==> config.mk <==
export PLATFORM = sky130hd
export DESIGN_NAME = cache_controller
export DESIGN_NICKNAME = d
export VERILOG_FILES = /design/src/rtl/cache_pkg.sv /design/src/rtl/cache_stat_counter.sv /design/src/rtl/cache_controller.sv
export SDC_FILE = /design/constraint.sdc
export NUM_CORES = 1
export LEC_CHECK = 0
export BUFFER_PORTS_ARGS = -buffer_cell sky130_fd_sc_hd__buf_2
export CAP_MARGIN = 30
export CORE_MARGIN = 4
export CORE_UTILIZATION = 51
export DETAILED_ROUTE_END_ITERATION = 10
export GPL_TIMING_DRIVEN = 0
export MAX_ROUTING_LAYER = met4
export PLACE_DENSITY_LB_ADDON = 0.3
export SLEW_MARGIN = 20
export SYNTH_ARGS = -nofsm -noshare
export SYNTH_HDL_FRONTEND = slang
export SYNTH_SLANG_ARGS = --single-unit
export TNS_END_PERCENT = 30
==> constraint.sdc <==
create_clock -name clk_i -period 4.3 [get_ports clk_i]
set_input_delay 0.86 -clock clk_i [delete_from_list [all_inputs] [get_ports clk_i]]
set_output_delay 0.86 -clock clk_i [all_outputs]
set_load 0.01 [all_outputs]
==> src/rtl/cache_pkg.sv <==
// Shared types and constants for the cache controller and its helpers.
package cache_pkg;

  localparam int DEFAULT_ADDRESS_WIDTH = 32;
  localparam int DEFAULT_DATA_WIDTH    = 32;
  // Byte-offset bits inside one word; these are zeroed toward memory.
  localparam int OFFSET_SIZE           = $clog2(DEFAULT_DATA_WIDTH / 8);
  localparam int STAT_WIDTH            = 32;

  typedef enum logic [2:0] {
    IDLE,
    LOOKUP,
    MEM_READ,
    MEM_WRITE,
    DONE
  } cache_state_e;

endpackage

==> src/rtl/cache_stat_counter.sv <==
// Saturating event counter: counts inc_i pulses and sticks at all-ones.
module cache_stat_counter #(
  parameter int WIDTH = 32
) (
  input  logic             clk_i,
  input  logic             rst_ni,
  input  logic             inc_i,
  output logic [WIDTH-1:0] count_o
);

  logic [WIDTH-1:0] count_reg;

  // Increment on each event unless the counter is already saturated.
  always_ff @(posedge clk_i or negedge rst_ni) begin
    if (!rst_ni) begin
      count_reg <= '0;
    end else if (inc_i && (count_reg != {WIDTH{1'b1}})) begin
      count_reg <= count_reg + 1'b1;
    end
  end

  assign count_o = count_reg;

endmodule

==> src/rtl/cache_controller.sv <==
// Cache controller: sequences one CPU load/store at a time through tag
// lookup, read-miss refill and write-through (no write-allocate) against a
// direct-mapped cache array and a single-word memory port.
// Optional feature macro: CACHE_STATS_EN adds read hit/miss counters.
module cache_controller
  import cache_pkg::*;
#(
  parameter int ADDRESS_WIDTH = DEFAULT_ADDRESS_WIDTH,
  parameter int DATA_WIDTH    = DEFAULT_DATA_WIDTH
) (
  input  logic                     clk_i,
  input  logic                     rst_ni,
  input  logic                     cpu_req_i,
  input  logic                     cpu_we_i,
  input  logic [ADDRESS_WIDTH-1:0] cpu_addr_i,
  input  logic [DATA_WIDTH-1:0]    cpu_wdata_i,
  output logic [DATA_WIDTH-1:0]    cpu_rdata_o,
  output logic                     cpu_ready_o,
  output logic [ADDRESS_WIDTH-1:0] cache_addr_o,
  input  logic                     cache_hit_i,
  input  logic [DATA_WIDTH-1:0]    cache_rdata_i,
  output logic                     cache_we_o,
  output logic [DATA_WIDTH-1:0]    cache_wdata_o,
  output logic                     mem_req_o,
  output logic                     mem_we_o,
  output logic [ADDRESS_WIDTH-1:0] mem_addr_o,
  output logic [DATA_WIDTH-1:0]    mem_wdata_o,
  input  logic [DATA_WIDTH-1:0]    mem_rdata_i,
  input  logic                     mem_ack_i
`ifdef CACHE_STATS_EN
  ,
  output logic [STAT_WIDTH-1:0]    hit_count_o,
  output logic [STAT_WIDTH-1:0]    miss_count_o
`endif
);

  // Offset width follows the actual word width so non-default builds align correctly.
  localparam int OFFSET_BITS = $clog2(DATA_WIDTH / 8);
  localparam logic [ADDRESS_WIDTH-1:0] ALIGN_MASK =
    ~ADDRESS_WIDTH'((64'd1 << OFFSET_BITS) - 64'd1);

  cache_state_e             state_reg;
  logic [ADDRESS_WIDTH-1:0] addr_reg;
  logic                     we_reg;
  logic [DATA_WIDTH-1:0]    wdata_reg;
  logic [DATA_WIDTH-1:0]    cpu_rdata_reg;
  logic                     cpu_ready_reg;
  logic                     mem_req_reg;
  logic                     mem_we_reg;
  logic [ADDRESS_WIDTH-1:0] mem_addr_reg;
  logic [DATA_WIDTH-1:0]    mem_wdata_reg;

  // Main sequencer: latches the request and drives every registered output.
  // Memory-side outputs only change on entry to or exit from a MEM state,
  // so they stay stable for the whole handshake.
  always_ff @(posedge clk_i or negedge rst_ni) begin
    if (!rst_ni) begin
      state_reg     <= IDLE;
      addr_reg      <= '0;
      we_reg        <= 1'b0;
      wdata_reg     <= '0;
      cpu_rdata_reg <= '0;
      cpu_ready_reg <= 1'b0;
      mem_req_reg   <= 1'b0;
      mem_we_reg    <= 1'b0;
      mem_addr_reg  <= '0;
      mem_wdata_reg <= '0;
    end else begin
      case (state_reg)
        IDLE: begin
          if (cpu_req_i) begin
            addr_reg  <= cpu_addr_i;
            we_reg    <= cpu_we_i;
            wdata_reg <= cpu_wdata_i;
            state_reg <= LOOKUP;
          end
        end

        LOOKUP: begin
          if (we_reg) begin
            // Write-through: memory is always updated, hit or miss.
            mem_req_reg   <= 1'b1;
            mem_we_reg    <= 1'b1;
            mem_addr_reg  <= addr_reg & ALIGN_MASK;
            mem_wdata_reg <= wdata_reg;
            state_reg     <= MEM_WRITE;
          end else if (cache_hit_i) begin
            cpu_rdata_reg <= cache_rdata_i;
            cpu_ready_reg <= 1'b1;
            state_reg     <= DONE;
          end else begin
            mem_req_reg   <= 1'b1;
            mem_we_reg    <= 1'b0;
            mem_addr_reg  <= addr_reg & ALIGN_MASK;
            mem_wdata_reg <= '0;
            state_reg     <= MEM_READ;
          end
        end

        MEM_READ: begin
          if (mem_ack_i) begin
            mem_req_reg   <= 1'b0;
            cpu_rdata_reg <= mem_rdata_i;
            cpu_ready_reg <= 1'b1;
            state_reg     <= DONE;
          end
        end

        MEM_WRITE: begin
          if (mem_ack_i) begin
            mem_req_reg   <= 1'b0;
            mem_we_reg    <= 1'b0;
            cpu_rdata_reg <= '0;
            cpu_ready_reg <= 1'b1;
            state_reg     <= DONE;
          end
        end

        DONE: begin
          // Completion lasts exactly one cycle; any new request waits for IDLE.
          cpu_ready_reg <= 1'b0;
          cpu_rdata_reg <= '0;
          state_reg     <= IDLE;
        end

        default: begin
          state_reg <= IDLE;
        end
      endcase
    end
  end

  // Cache write port: must fire in the same cycle as the hit/ack it depends
  // on, so it is decoded from the current state and live inputs.
  always_comb begin
    cache_we_o    = 1'b0;
    cache_wdata_o = '0;
    case (state_reg)
      LOOKUP: begin
        if (we_reg && cache_hit_i) begin
          cache_we_o    = 1'b1;
          cache_wdata_o = wdata_reg;
        end
      end
      MEM_READ: begin
        if (mem_ack_i) begin
          cache_we_o    = 1'b1;
          cache_wdata_o = mem_rdata_i;
        end
      end
      default: begin
        cache_we_o    = 1'b0;
        cache_wdata_o = '0;
      end
    endcase
  end

  assign cpu_rdata_o  = cpu_rdata_reg;
  assign cpu_ready_o  = cpu_ready_reg;
  assign cache_addr_o = addr_reg;
  assign mem_req_o    = mem_req_reg;
  assign mem_we_o     = mem_we_reg;
  assign mem_addr_o   = mem_addr_reg;
  assign mem_wdata_o  = mem_wdata_reg;

`ifdef CACHE_STATS_EN
  // Read-only statistics: index 0 counts hits, index 1 counts misses.
  logic [1:0]            stat_inc;
  logic [STAT_WIDTH-1:0] stat_count [2];

  assign stat_inc[0] = (state_reg == LOOKUP) && !we_reg &&  cache_hit_i;
  assign stat_inc[1] = (state_reg == LOOKUP) && !we_reg && !cache_hit_i;

  generate
    for (genvar gi = 0; gi < 2; gi++) begin : g_stat
      cache_stat_counter #(
        .WIDTH (STAT_WIDTH)
      ) u_stat_counter (
        .clk_i   (clk_i),
        .rst_ni  (rst_ni),
        .inc_i   (stat_inc[gi]),
        .count_o (stat_count[gi])
      );
    end
  endgenerate

  assign hit_count_o  = stat_count[0];
  assign miss_count_o = stat_count[1];
`endif

endmodule

==> impl_metrics.py <==
metrics = {
    "clock_tree": {
        "cts_setup_buffers": 0,
        "clk-insertion-delay-late_ns": 0.42,
        "cts_tree": "yes",
        "path_clk_slew_ns": 0.06,
        "cts_resized": 0,
        "cts_root_buf": "clkbuf_16",
        "cts_made_buffers": 17,
        "cts_sinks": 165,
        "cts_hold_repair.buffers": 0,
        "max-clock-path-buffers": 2,
        "htreeDepth": 4,
    },
    "route": {
        "route.final.wire_length_um": 19100,
        "drc_markers": 0,
        "drt_iter0_markers": 290,
        "pre_repair_dr_iteration_count": 4,
        "wl_per_cell_um": 19.8,
        "drt.antenna.violating_nets": 0,
        "vias": 5258,
        "route.detailed.vias_per_inst": 5.44,
    },
    "yosys": {
        "synth.distinct_cells": 28,
        "ys_top_cells_by_area": "dfrtp_1 60%, mux2_2 20%, a22o_1 12%",
        "synth_sequential_area_ratio": 0.599,
        "yosys_warning_count": 0,
        "synth.largest_area_cell": "dfrtp_1",
        "ff_latch_count_synth": 165,
        "mappedNetlistArea_sq_um": 6890,
        "yosysTopAreaCellShare": 0.599,
        "avgSynthCellArea_sq_um": 14.9,
        "synthesis.instances": 462,
    },
    "critical_path": {
        "timing.setup.critical_path_class": "reg2out",
        "path_cells": "buf_2 > inv_1 > nand2_1 > nor3b_2 > buf_2 > a22o_1 > buf_2",
        "critPathRequiredTime_ns": 3.44,
        "worst_r2r_path_depth": 5,
        "crit_top_cell": "buf_2",
        "crit_fanout": 10,
        "cp_data_arrival_time_ns": 2.29,
        "timing.critical_path.slowest_stage_cell": "nor3b_2",
        "rr_startpoint": "we_reg",
        "crit_path_start_kind": "flip-flop",
        "critPathCaptureType": "output port",
        "slowest_delay_ns": 0.43,
        "critPathLaunch": "state_reg[2]",
    },
    "grt": {
        "grt-ovfl-total": 0,
        "antenna_violations_before_repair": 0,
        "grt_use_total": 0.256,
        "via_count_of_the_first_global_routing_pass": 5675,
        "grt_pass1_wl_um": 30200,
        "grt_max_degree": 88,
    },
    "placement": {
        "post-dp-hpwl_um": 14400,
        "placedCellCount": 935,
        "io_buffer_count": 295,
        "globalplace.congestion": 0.865,
    },
    "sta": {
        "rsz_0062_raised_after_global_routing": "no",
        "timing.final.hold_violations": 0,
        "max_slew_margin": 0.605,
        "max_freq_ghz": 0.318,
        "timing.final.crit_share": 0.732,
        "setup_violations": 0,
        "setup_tns_ns": 0,
        "timing.final.crit_period_ns": 3.15,
        "timing.final.max_slew_violations": 0,
        "worst_pin_slew_ns": 0.593,
        "clock_skew_ns": 0.00641,
    },
    "layout": {
        "insertedDiodeCount": 0,
        "fin_nets": 912,
        "n_fill_cell": 998,
        "final_layout_size_suffix_gt1_frac": 0.612,
        "syn2layout_area_growth_pct": 33.9,
        "final_cell_count_no_fill": 967,
    },
    "floorplan": {
        "core_area_sq_um": 13200,
        "fp.dieW_um": 124,
        "die_area_sq_um": 15400,
        "io_pins": 298,
        "die-height_um": 124,
        "placementRows": 42,
        "floorplan.initialDensity": 0.521,
    },
    "outcome": {
        "run_status": "finished clean",
    },
    "pwr": {
        "p_per_area_nw_per_um2": 813,
        "p_leak_nw": 4.72,
        "post-layout-total-power_w": 0.00751,
        "ir_drop_v": 0.000383,
    },
    "worst_hold_path": {
        "holdCritPathClass": "in2async",
    },
    "run": {
        "max-cap-violations": 0,
    },
}
-- cells by family (layout without fill, tap and decap cells) --
family          count (synthesis)  count (layout)  share of synthesized area
flops                         165             165                      0.599
mux                           127             127                      0.207
compound gates                109             109                      0.135
buf+inv                        39             367                     0.0396
simple gates                   21              21                     0.0185
other cells                     1               2                   0.000544
-- Yosys cell counts, drive strengths merged --
master and instances:
a32oi 1, nor2b 6, mux2 127, a21boi 1, inv 1, a21oi 3
and2 1, a2bb2oi 1, buf 32, or2 1, nor2 4, dfrtp 165
a22oi 1, a22o 96, nand2 5, nor3b 1, nand2b 1, and3 2
o21ai 5, a211oi 1, conb 1, clkbuf 6
-- report_power, final --
part	internal [W]	leakage, nW	switching, W
clock	0.000928	0.278	0.000608
sequential	0.00233	1.99	0.000480
combinational	0.00164	2.45	0.00153
total	0.00489	4.72	0.00262
-- through the flow --
stage,util,setup WS (ns),cell area [sq um],hold WS (ns)
2_1_floorplan,-,1.80,6900,0.492
3_3_place_gp,0.649,0.0559,8590,0.480
3_5_place_dp,0.652,1.27,8630,0.477
4_1_cts,0.697,1.14,9230,0.425
5_1_grt,0.697,1.04,9230,0.445
6_report,0.697,1.15,9230,0.410
-- final timing paths --
path	endpoint	slack [ns]
max in group asynchronous	mem_addr_o[23]	3.08
worst min register to register	mem_wdata_o[20]	0.49
worst min-delay path	wdata_reg[14]	0.41
worst max register to register	mem_addr_o[14]	2.26
worst max-delay path	cache_wdata_o[3]	1.15
min in group clk_i	mem_wdata_o[20]	0.49
-- metal layers --
| layer | share of wire | global-route usage | wire (um) |
|---|---|---|---|
| met1 | 0.39 | 0.303 | 7450 |
| met5 | 0 | - | 0 |
| met3 | 0.068 | 0.0669 | 1290 |
| met2 | 0.52 | 0.420 | 9900 |
| met4 | 0.025 | 0.102 | 471 |
-- layout by cell type (no fill, tap or decap), drive strengths merged --
| cell type | count |
|---|---|
| a211oi | 1 |
| clkbuf | 26 |
| buf | 328 |
| mux2 | 127 |
| dfrtp | 165 |
| nor2b | 6 |
| a22o | 96 |
| a21oi | 3 |
| a32oi | 1 |
| and2 | 1 |
| and3 | 2 |
| nor2 | 4 |
| clkinv | 4 |
| a21boi | 1 |
| a22oi | 1 |
| conb | 2 |
| clkinvlp | 5 |
| inv | 1 |
| a2bb2oi | 1 |
| o21ai | 5 |
| or2 | 1 |
| nand2 | 5 |
| bufinv | 3 |
| nor3b | 1 |
| nand2b | 1 |
-- area by class of cell --
cell class              count  area [sq um]  area share
well taps                 176           220      0.0239
inverters                   1          3.75    0.000407
flip-flops and latches    165          4130       0.447
repair buffers            296          1510       0.164
multi-input cells         259          2490       0.270
clock buffers              20           447      0.0484
clock inverters            12           155      0.0168
plain buffers              38           269      0.0291
-- critical path: cells and delay by family, from the launching register on --
family | cells | cell delay (ns)
buf+inv | 4 | 0.77
simple gates | 2 | 0.56
flops | 1 | 0.35
compound gates | 1 | 0.18
Note: power is estimated with default switching activity, not from simulation.
